--- config.mk ---
export PLATFORM = sky130hd
export DESIGN_NAME = deco_frame_feeder
export DESIGN_NICKNAME = d
export VERILOG_FILES = /design/src/rtl/deco_frame_feeder.sv
export SDC_FILE = /design/constraint.sdc
export NUM_CORES = 1
export LEC_CHECK = 0
export BUFFER_PORTS_ARGS = -buffer_cell sky130_fd_sc_hd__buf_2
export CORE_MARGIN = 5
export CORE_UTILIZATION = 53
export DETAILED_ROUTE_END_ITERATION = 10
export GPL_ROUTABILITY_DRIVEN = 0
export GPL_TIMING_DRIVEN = 1
export PLACE_DENSITY = 0.8
export RECOVER_POWER = 50
export SYNTH_ARGS = -nofsm -noshare
export SYNTH_HDL_FRONTEND = slang
export SYNTH_SLANG_ARGS = --single-unit
--- constraint.sdc ---
create_clock -name clk_p_i -period 3.4 [get_ports clk_p_i]
set_input_delay 0.85 -clock clk_p_i [delete_from_list [all_inputs] [get_ports clk_p_i]]
set_output_delay 0.85 -clock clk_p_i [all_outputs]
set_load 0.1 [all_outputs]
--- src/rtl/deco_frame_feeder.sv ---
// deco_frame_feeder
// Upstream sequencer for the Deco turbo decoder. Accepts whole coded frames
// over valid/ready and slices each one into BEATS beats of BEAT_W bits, low
// slice first. The beats go out on Deco's start/data protocol. The block then
// waits for done, captures the RES_W-bit decoded result and offers it
// downstream over valid/ready.
//
// Ports
//   clk_p_i        in   clock, rising edge
//   reset_n_i      in   synchronous active-low reset
//   frame_valid_i  in   upstream frame available
//   frame_ready_o  out  a frame can be accepted this cycle
//   frame_data_i   in   coded frame, beat k = frame_data_i[k*BEAT_W +: BEAT_W]
//   deco_start_o   out  Deco start
//   deco_data_o    out  Deco input beat
//   deco_done_i    in   Deco done
//   deco_data_i    in   Deco result, valid with deco_done_i
//   res_valid_o    out  decoded result held
//   res_ready_i    in   downstream consumes result
//   res_data_o     out  decoded result
//   busy_o         out  sequencer not idle
//   timeout_o      out  one-cycle pulse when a frame is aborted for lack of done
//   err_o          out  sticky: done seen outside the wait phase
//   frame_cnt_o    out  results produced since reset, wrapping
module deco_frame_feeder #(
  parameter  int BEAT_W  = 21,
  parameter  int BEATS   = 4,
  parameter  int RES_W   = 5,
  parameter  int TIMEOUT = 1023,
  parameter  int CNT_W   = 16,
  localparam int FRAME_W = BEAT_W * BEATS
) (
  input  logic               clk_p_i,
  input  logic               reset_n_i,
  input  logic               frame_valid_i,
  output logic               frame_ready_o,
  input  logic [FRAME_W-1:0] frame_data_i,
  output logic               deco_start_o,
  output logic [BEAT_W-1:0]  deco_data_o,
  input  logic               deco_done_i,
  input  logic [RES_W-1:0]   deco_data_i,
  output logic               res_valid_o,
  input  logic               res_ready_i,
  output logic [RES_W-1:0]   res_data_o,
  output logic               busy_o,
  output logic               timeout_o,
  output logic               err_o,
  output logic [CNT_W-1:0]   frame_cnt_o
);

  localparam int IDX_W  = (BEATS > 1) ? $clog2(BEATS) : 1;
  localparam int WCNT_W = $clog2(TIMEOUT + 1);
  localparam logic [IDX_W-1:0]  LAST_IDX  = IDX_W'(BEATS - 1);
  localparam logic [WCNT_W-1:0] WAIT_LAST = WCNT_W'(TIMEOUT - 1);

  typedef enum logic [1:0] {
    S_IDLE,
    S_BEAT,
    S_WAIT,
    S_GAP
  } state_t;

  state_t              r_state;
  logic [FRAME_W-1:0]  r_frame;  // beats not yet sent, next one in the low slice
  logic [IDX_W-1:0]    r_idx;    // beat currently on deco_data_o
  logic [WCNT_W-1:0]   r_wcnt;   // completed WAIT cycles without done

  // Launch is blocked while a result is pending so it can never be overwritten.
  assign frame_ready_o = (r_state == S_IDLE) && !res_valid_o;

  always_ff @(posedge clk_p_i) begin
    if (!reset_n_i) begin
      r_state      <= S_IDLE;
      r_frame      <= '0;
      r_idx        <= '0;
      r_wcnt       <= '0;
      deco_start_o <= 1'b0;
      deco_data_o  <= '0;
      res_valid_o  <= 1'b0;
      res_data_o   <= '0;
      busy_o       <= 1'b0;
      timeout_o    <= 1'b0;
      err_o        <= 1'b0;
      frame_cnt_o  <= '0;
    end else begin
      timeout_o <= 1'b0;
      if (res_valid_o && res_ready_i) begin
        res_valid_o <= 1'b0;
      end

      case (r_state)
        S_IDLE: begin
          if (deco_done_i) begin
            err_o <= 1'b1;
          end
          if (frame_valid_i && frame_ready_o) begin
            // Beat 0 goes out straight away; the shadow keeps the rest.
            deco_start_o <= 1'b1;
            deco_data_o  <= frame_data_i[BEAT_W-1:0];
            r_frame      <= frame_data_i >> BEAT_W;
            r_idx        <= '0;
            busy_o       <= 1'b1;
            r_state      <= S_BEAT;
          end
        end

        S_BEAT: begin
          if (deco_done_i) begin
            err_o <= 1'b1;
          end
          if (r_idx == LAST_IDX) begin
            // Last beat stays on the bus throughout WAIT.
            r_wcnt  <= '0;
            r_state <= S_WAIT;
          end else begin
            deco_data_o <= r_frame[BEAT_W-1:0];
            r_frame     <= r_frame >> BEAT_W;
            r_idx       <= r_idx + 1'b1;
          end
        end

        S_WAIT: begin
          // done takes priority over a timeout expiring in the same cycle.
          if (deco_done_i) begin
            res_data_o   <= deco_data_i;
            res_valid_o  <= 1'b1;
            frame_cnt_o  <= frame_cnt_o + 1'b1;
            deco_start_o <= 1'b0;
            deco_data_o  <= '0;
            r_state      <= S_GAP;
          end else if (r_wcnt == WAIT_LAST) begin
            deco_start_o <= 1'b0;
            timeout_o    <= 1'b1;
            r_state      <= S_GAP;
          end else begin
            r_wcnt <= r_wcnt + 1'b1;
          end
        end

        S_GAP: begin
          // One guaranteed cycle of start low between frames.
          if (deco_done_i) begin
            err_o <= 1'b1;
          end
          busy_o  <= 1'b0;
          r_state <= S_IDLE;
        end

        default: begin
          r_state <= S_IDLE;
        end
      endcase
    end
  end

endmodule

# ---- Word-level counts from Yosys, hierarchy flattened
# Index checks and enable logic that the tools add are counted.
# W data, S select, Z words.
dict set report totals {
  ff_bits 145
  latchBits 0
  ramBits 0
  romBits 0
  n_memories 0
}
dict set report op_classes {
  add_sub_neg 3
  n_mul 0
  div 0
  order_cmp 0
  n_eq_ne 12
  n_shift 0
  n_mux 28
  bitwise 2
  reduce_logical 20
}
# op n
set op_table {}
lappend op_table {{$mux W84} 2}
lappend op_table {{$pmux W84 S2} 1}
lappend op_table {{$mux W21} 3}
lappend op_table {{$pmux W21 S3} 1}
lappend op_table {{$mux W10} 3}
lappend op_table {{$pmux W10 S2} 1}
lappend op_table {{$add A16 B1 Y16 const B} 1}
lappend op_table {{$mux W2} 6}
lappend op_table {{$add A10 B1 Y10 const B} 1}
lappend op_table {{$eq A10 B10 Y1 const B} 1}
lappend op_table {{$ne A2 B2 Y1 const B} 5}
lappend op_table {{$reduce_and A3 Y1} 3}
lappend op_table {{$pmux W2 S4} 1}
lappend op_table {{$reduce_and A4 Y1} 2}
lappend op_table {{$reduce_bool A2 Y1} 4}
lappend op_table {{$mux W1} 7}
lappend op_table {{$eq A2 B2 Y1 const B} 3}
lappend op_table {{$reduce_and A2 Y1} 3}
lappend op_table {{$reduce_or A3 Y1} 2}
lappend op_table {{$pmux W1 S2} 2}
lappend op_table {{$pmux W2 S2} 1}
lappend op_table {{$logic_and A1 B1 Y1} 3}
lappend op_table {{$ne A3 B3 Y1 const B} 1}
lappend op_table {{$reduce_bool A3 Y1} 1}
lappend op_table {{other kinds (6)} 7}

# ---- Longest topological paths before layout
dict set report depth {
  depth_word 5
  depth_mapped 9
  depth_no_buf 6
}

# ---- Least setup slack after synthesis
# No wires, ideal clock.
dict set report synth_timing {
  kind {register to output}
  start {register res_valid_o}
  end {output frame_ready_o}
  t_arrival_ns 2.139
  required_ns 2.550
  slack_ns 0.411
  stages_incl_launch_ff 2
  path_buffers 0
  cell_sequence {dfxtp_1 nor2b_1}
}
dict set report synth_via {
  elab_chain_len 2
}
# element line_no
set synth_lines {}
lappend synth_lines {{start: declaration} 42} ;# output logic res_valid_o,
lappend synth_lines {{start signal: assignment} 79} ;# res_valid_o <= 1'b0;
lappend synth_lines {{start signal: assignment} 88} ;# res_valid_o <= 1'b0;
lappend synth_lines {{start signal: assignment} 126} ;# res_valid_o <= 1'b1;
lappend synth_lines {{$logic_not A1 Y1} 69} ;# assign frame_ready_o = (r_state == S_IDLE) && !res_valid_o;
lappend synth_lines {{$logic_and A1 B1 Y1} 69}
lappend synth_lines {{end: declaration} 36} ;# output logic frame_ready_o,
# Every way passes these cells.

# ---- Final worst setup path
dict set report layout_timing {
  start {register r_state[0]}
  end {register deco_data_o[2]}
}
dict set report layout_via {
  elab_chain_len 5
  elab_cells_between_ends 11
  classes_between {eq/ne: 5; mux: 1; reduce/logical: 5}
}
# element line_no
set layout_lines {}
lappend layout_lines {{start: declaration} 63} ;# state_t r_state;
lappend layout_lines {{start signal: assignment} 73} ;# r_state <= S_IDLE;
lappend layout_lines {{start signal: assignment} 103} ;# r_state <= S_BEAT;
lappend layout_lines {{start signal: assignment} 114} ;# r_state <= S_WAIT;
lappend layout_lines {{$logic_not A2 Y1} {69, 91}}
lappend layout_lines {{$logic_and A1 B1 Y1} 69}
lappend layout_lines {{$logic_and A1 B1 Y1} 96} ;# if (frame_valid_i && frame_ready_o) begin
lappend layout_lines {{$ne A2 B1 Y1 (no line)} n/a}
lappend layout_lines {{$reduce_and A4 Y1 (no line)} n/a}
lappend layout_lines {{end signal: assignment} 99} ;# deco_data_o <= frame_data_i[BEAT_W-1:0];
lappend layout_lines {{end signal: assignment} 116} ;# deco_data_o <= r_frame[BEAT_W-1:0];
lappend layout_lines {{end: declaration} 39} ;# output logic [BEAT_W-1:0] deco_data_o,
# Parallel ways exist; a longest one is shown, timed or not.
# A chain may end at the register's enable or synchronous reset.

==> flow_summary_export.csv <==
group,metric,value,unit
global_route,grt-ovfl-total,0,
power,max-vdd-ir-drop,0.000630,V
placement,postPlaceCellArea,6350,sq um
die,dieArea,12700,sq um
clock_tree,clk_path_buf_depth,2,
synthesis,yosysMostFrequentCell,"dfxtp_1",
synthesis,synth.top_cell.area_share,0.444,
clock_tree,cts_tree,"yes",
clock_tree,cts_root_buf,"clkbuf_8",
finish,layout-drive-gt1-share,0.185,
finish,syn_to_final_growth,23.1,%
finish,nets,855,
clock_tree,post_cts_resized,0,
die,die_h,113,um
clock_tree,cts_buffers,17,
power,pwr-share-seq,0.300,
die,die_w,113,um
finish,fillCellCount,869,
finish,multi_input_area,2820,sq um
global_route,track_usage,0.221,
synthesis,synth.area.top_cells,"dfxtp_1 44%, mux2i_1 8.4%, a211oi_1 6.2%",
power,sw_frac_of_total,0.430,
setup_path,cp-start-kind,"flop",
setup_path,worst-setup-path-type,"reg2reg",
clock_tree,path_clk_slew,60,ps
routing,drt_wl_total,14.0,mm
sta,setup_viol,0,
synthesis,ys_seq_area_frac,0.444,
sta,hold_violations,0,
global_route,grt_antenna_before_repair,0,
setup_path,crit_path_max_fanout,42,
min_path,holdCritPathClass,"reg2reg",
die,core.rowCount,37,
clock_tree,post_cts_buffers,0,
sta,max-slew-margin-rel,-0.0238,
sta,drv_slew,8,
power,internal-power,4220,uW
synthesis,yosysWarnings,0,
routing,drt_iter0_drc,353,
synthesis,synth_nets,739,
routing,antenna_left,0,
die,initial_core_util,0.541,
power,power.share.combinational,0.447,
synthesis,syn-instance-count,636,
finish,fin_util,0.666,
outcome,status,"complete, but fails checks",
routing,vias,5046,
synthesis,syn_avg_cell_area,8.79,sq um
clock_tree,clkSinkCount,124,
sta,skew,10.2,ps
clock_tree,clk_latency,510,ps
placement,hpwl,9.65,mm
synthesis,synthTopCellsByCount,"124 x dfxtp_1, 79 x nor2_1, 56 x nand2_1",
sta,fmax,0.348,GHz
finish,final_area,6880,sq um
sta,final.min_clock_period,2870,ps
power,switchingPower,3180,uW
power,p_clk_frac,0.253,
clock_tree,postCtsHoldBufs,0,
outcome,violations,"max-capacitance violations, max-slew violations",
setup_path,cp.required,3810,ps
sta,fin_tns_setup,0,ps
routing,wl_per_cell,15.5,um
power,leakagePower,0.00266,uW
power,p_per_area,1080,nW/um^2
global_route,grt_pass1_wl,23.1,mm
routing,via_per_inst,5.61,
synthesis,synth_edf_count,0,
run,maxCapViolations,1,
die,core,10300,sq um
sta,rsz0062_at_grt,"false",
finish,regArea,2480,sq um
synthesis,synth_seq_cells,124,
setup_path,cp.arrival,3280,ps
synthesis,synthArstFlopShare,0,
sta,worst_slew_pin_slew,1520,ps
die,num_io_pins,142,
setup_path,cp-end-kind,"flop",
sta,finalCritPeriodShare,0.845,
placement,port-buffer-count,141,
routing,drc,0,
global_route,grt_pass1_vias,4757,
synthesis,yosys.area.top_type,"dfxtp_1",
synthesis,ys.flop_type,"dfxtp_1",
finish,antennaDiodeCount,0,
routing,firstDrtPassIters,5,
synthesis,synth_area,5590,sq um
clock_tree,htree_levels,4,
synthesis,ys_types,51,
global_route,grt_max_degree,87,
sta,whs,450,ps
## through the flow
step / power (uW) / setup slack (ps) / cells
5_1_grt: 7880 / 262 / 899
4_1_cts: 7480 / 475 / 899
2_1_floorplan: 4960 / 411 / 636
6_report: 7400 / 528 / 899
3_5_place_dp: 5580 / 765 / 869
3_3_place_gp: 5480 / 843 / 869
## power groups by stage
stage	logic, uW	clock network [uW]	registers [uW]
global route	3610	1990	2280
CTS	3370	1900	2210
global placement	3270	0	2210
detailed placement	3330	0	2240
finish	3310	1870	2220
floorplan	2040	0	2920
## cell type report
type,instances,share of cell area
timing repair buffer,148,0.109
multi-input combinational,451,0.410
inverter,10,0.00564
tap,136,0.0247
clock inverter,7,0.0196
clock buffer,23,0.0708
sequential,124,0.361
## worst max-delay path, cell delays in order (launching register included)
cell	delay [ps]
dfxtp_1	430
inv_1	120
ha_1	450
nor2b_1	260
a2111oi_0	450
clkbuf_2	670
nor2_1	80
a311oi_1	290
## kinds of logic (layout without fill, tap and decap cells)
group	Yosys count	after routing	share of synthesized area
AOI/OAI and AO/OA	132	132	0.169
xor gates and xnor gates	10	10	0.0157
adders and majority gates	9	9	0.0202
buffers and inverters	61	188	0.0490
DFF	124	124	0.444
muxes	48	48	0.0862
and+or+nand+nor	252	252	0.216
## path summary, 6_finish.rpt
check,slack [ps],from,cells past startpoint,endpoint
min reg2reg,450,r_frame[43],2,r_frame[43]
min,450,r_frame[43],2,r_frame[43]
max reg2reg,530,r_state[0],7,deco_data_o[2]
max,530,r_state[0],7,deco_data_o[2]
## registers in the layout, indices dropped and copies added, names as in the netlist
signal / count
frame_cnt_o: 16
err_o: 1
r_wcnt: 10
res_valid_o: 1
r_idx: 2
deco_data_o: 21
res_data_o: 5
busy_o: 1
timeout_o: 1
r_state: 2
r_frame: 63
deco_start_o: 1
## cells in the final DEF, fill, tap and decap left out, drive strengths merged, types with 5 or more instances in the layout
cell type  instances
a211oi            47
a21oi             36
a311oi            21
and4               5
buf              100
clkbuf            71
dfxtp            124
ha                 9
inv                9
mux2i             47
nand2             56
nand2b            27
nand3             53
nand4              7
nor2              79
o21ai              9
or3                5
xor2               6
## per-layer routing
metal	GRT usage	wire length [um]
met1	0.297	6180
met3	0.0593	1020
met4	0.0801	340
met2	0.341	6420
met5	0	0
No activity file was read; power rests on OpenSTA's default activity.
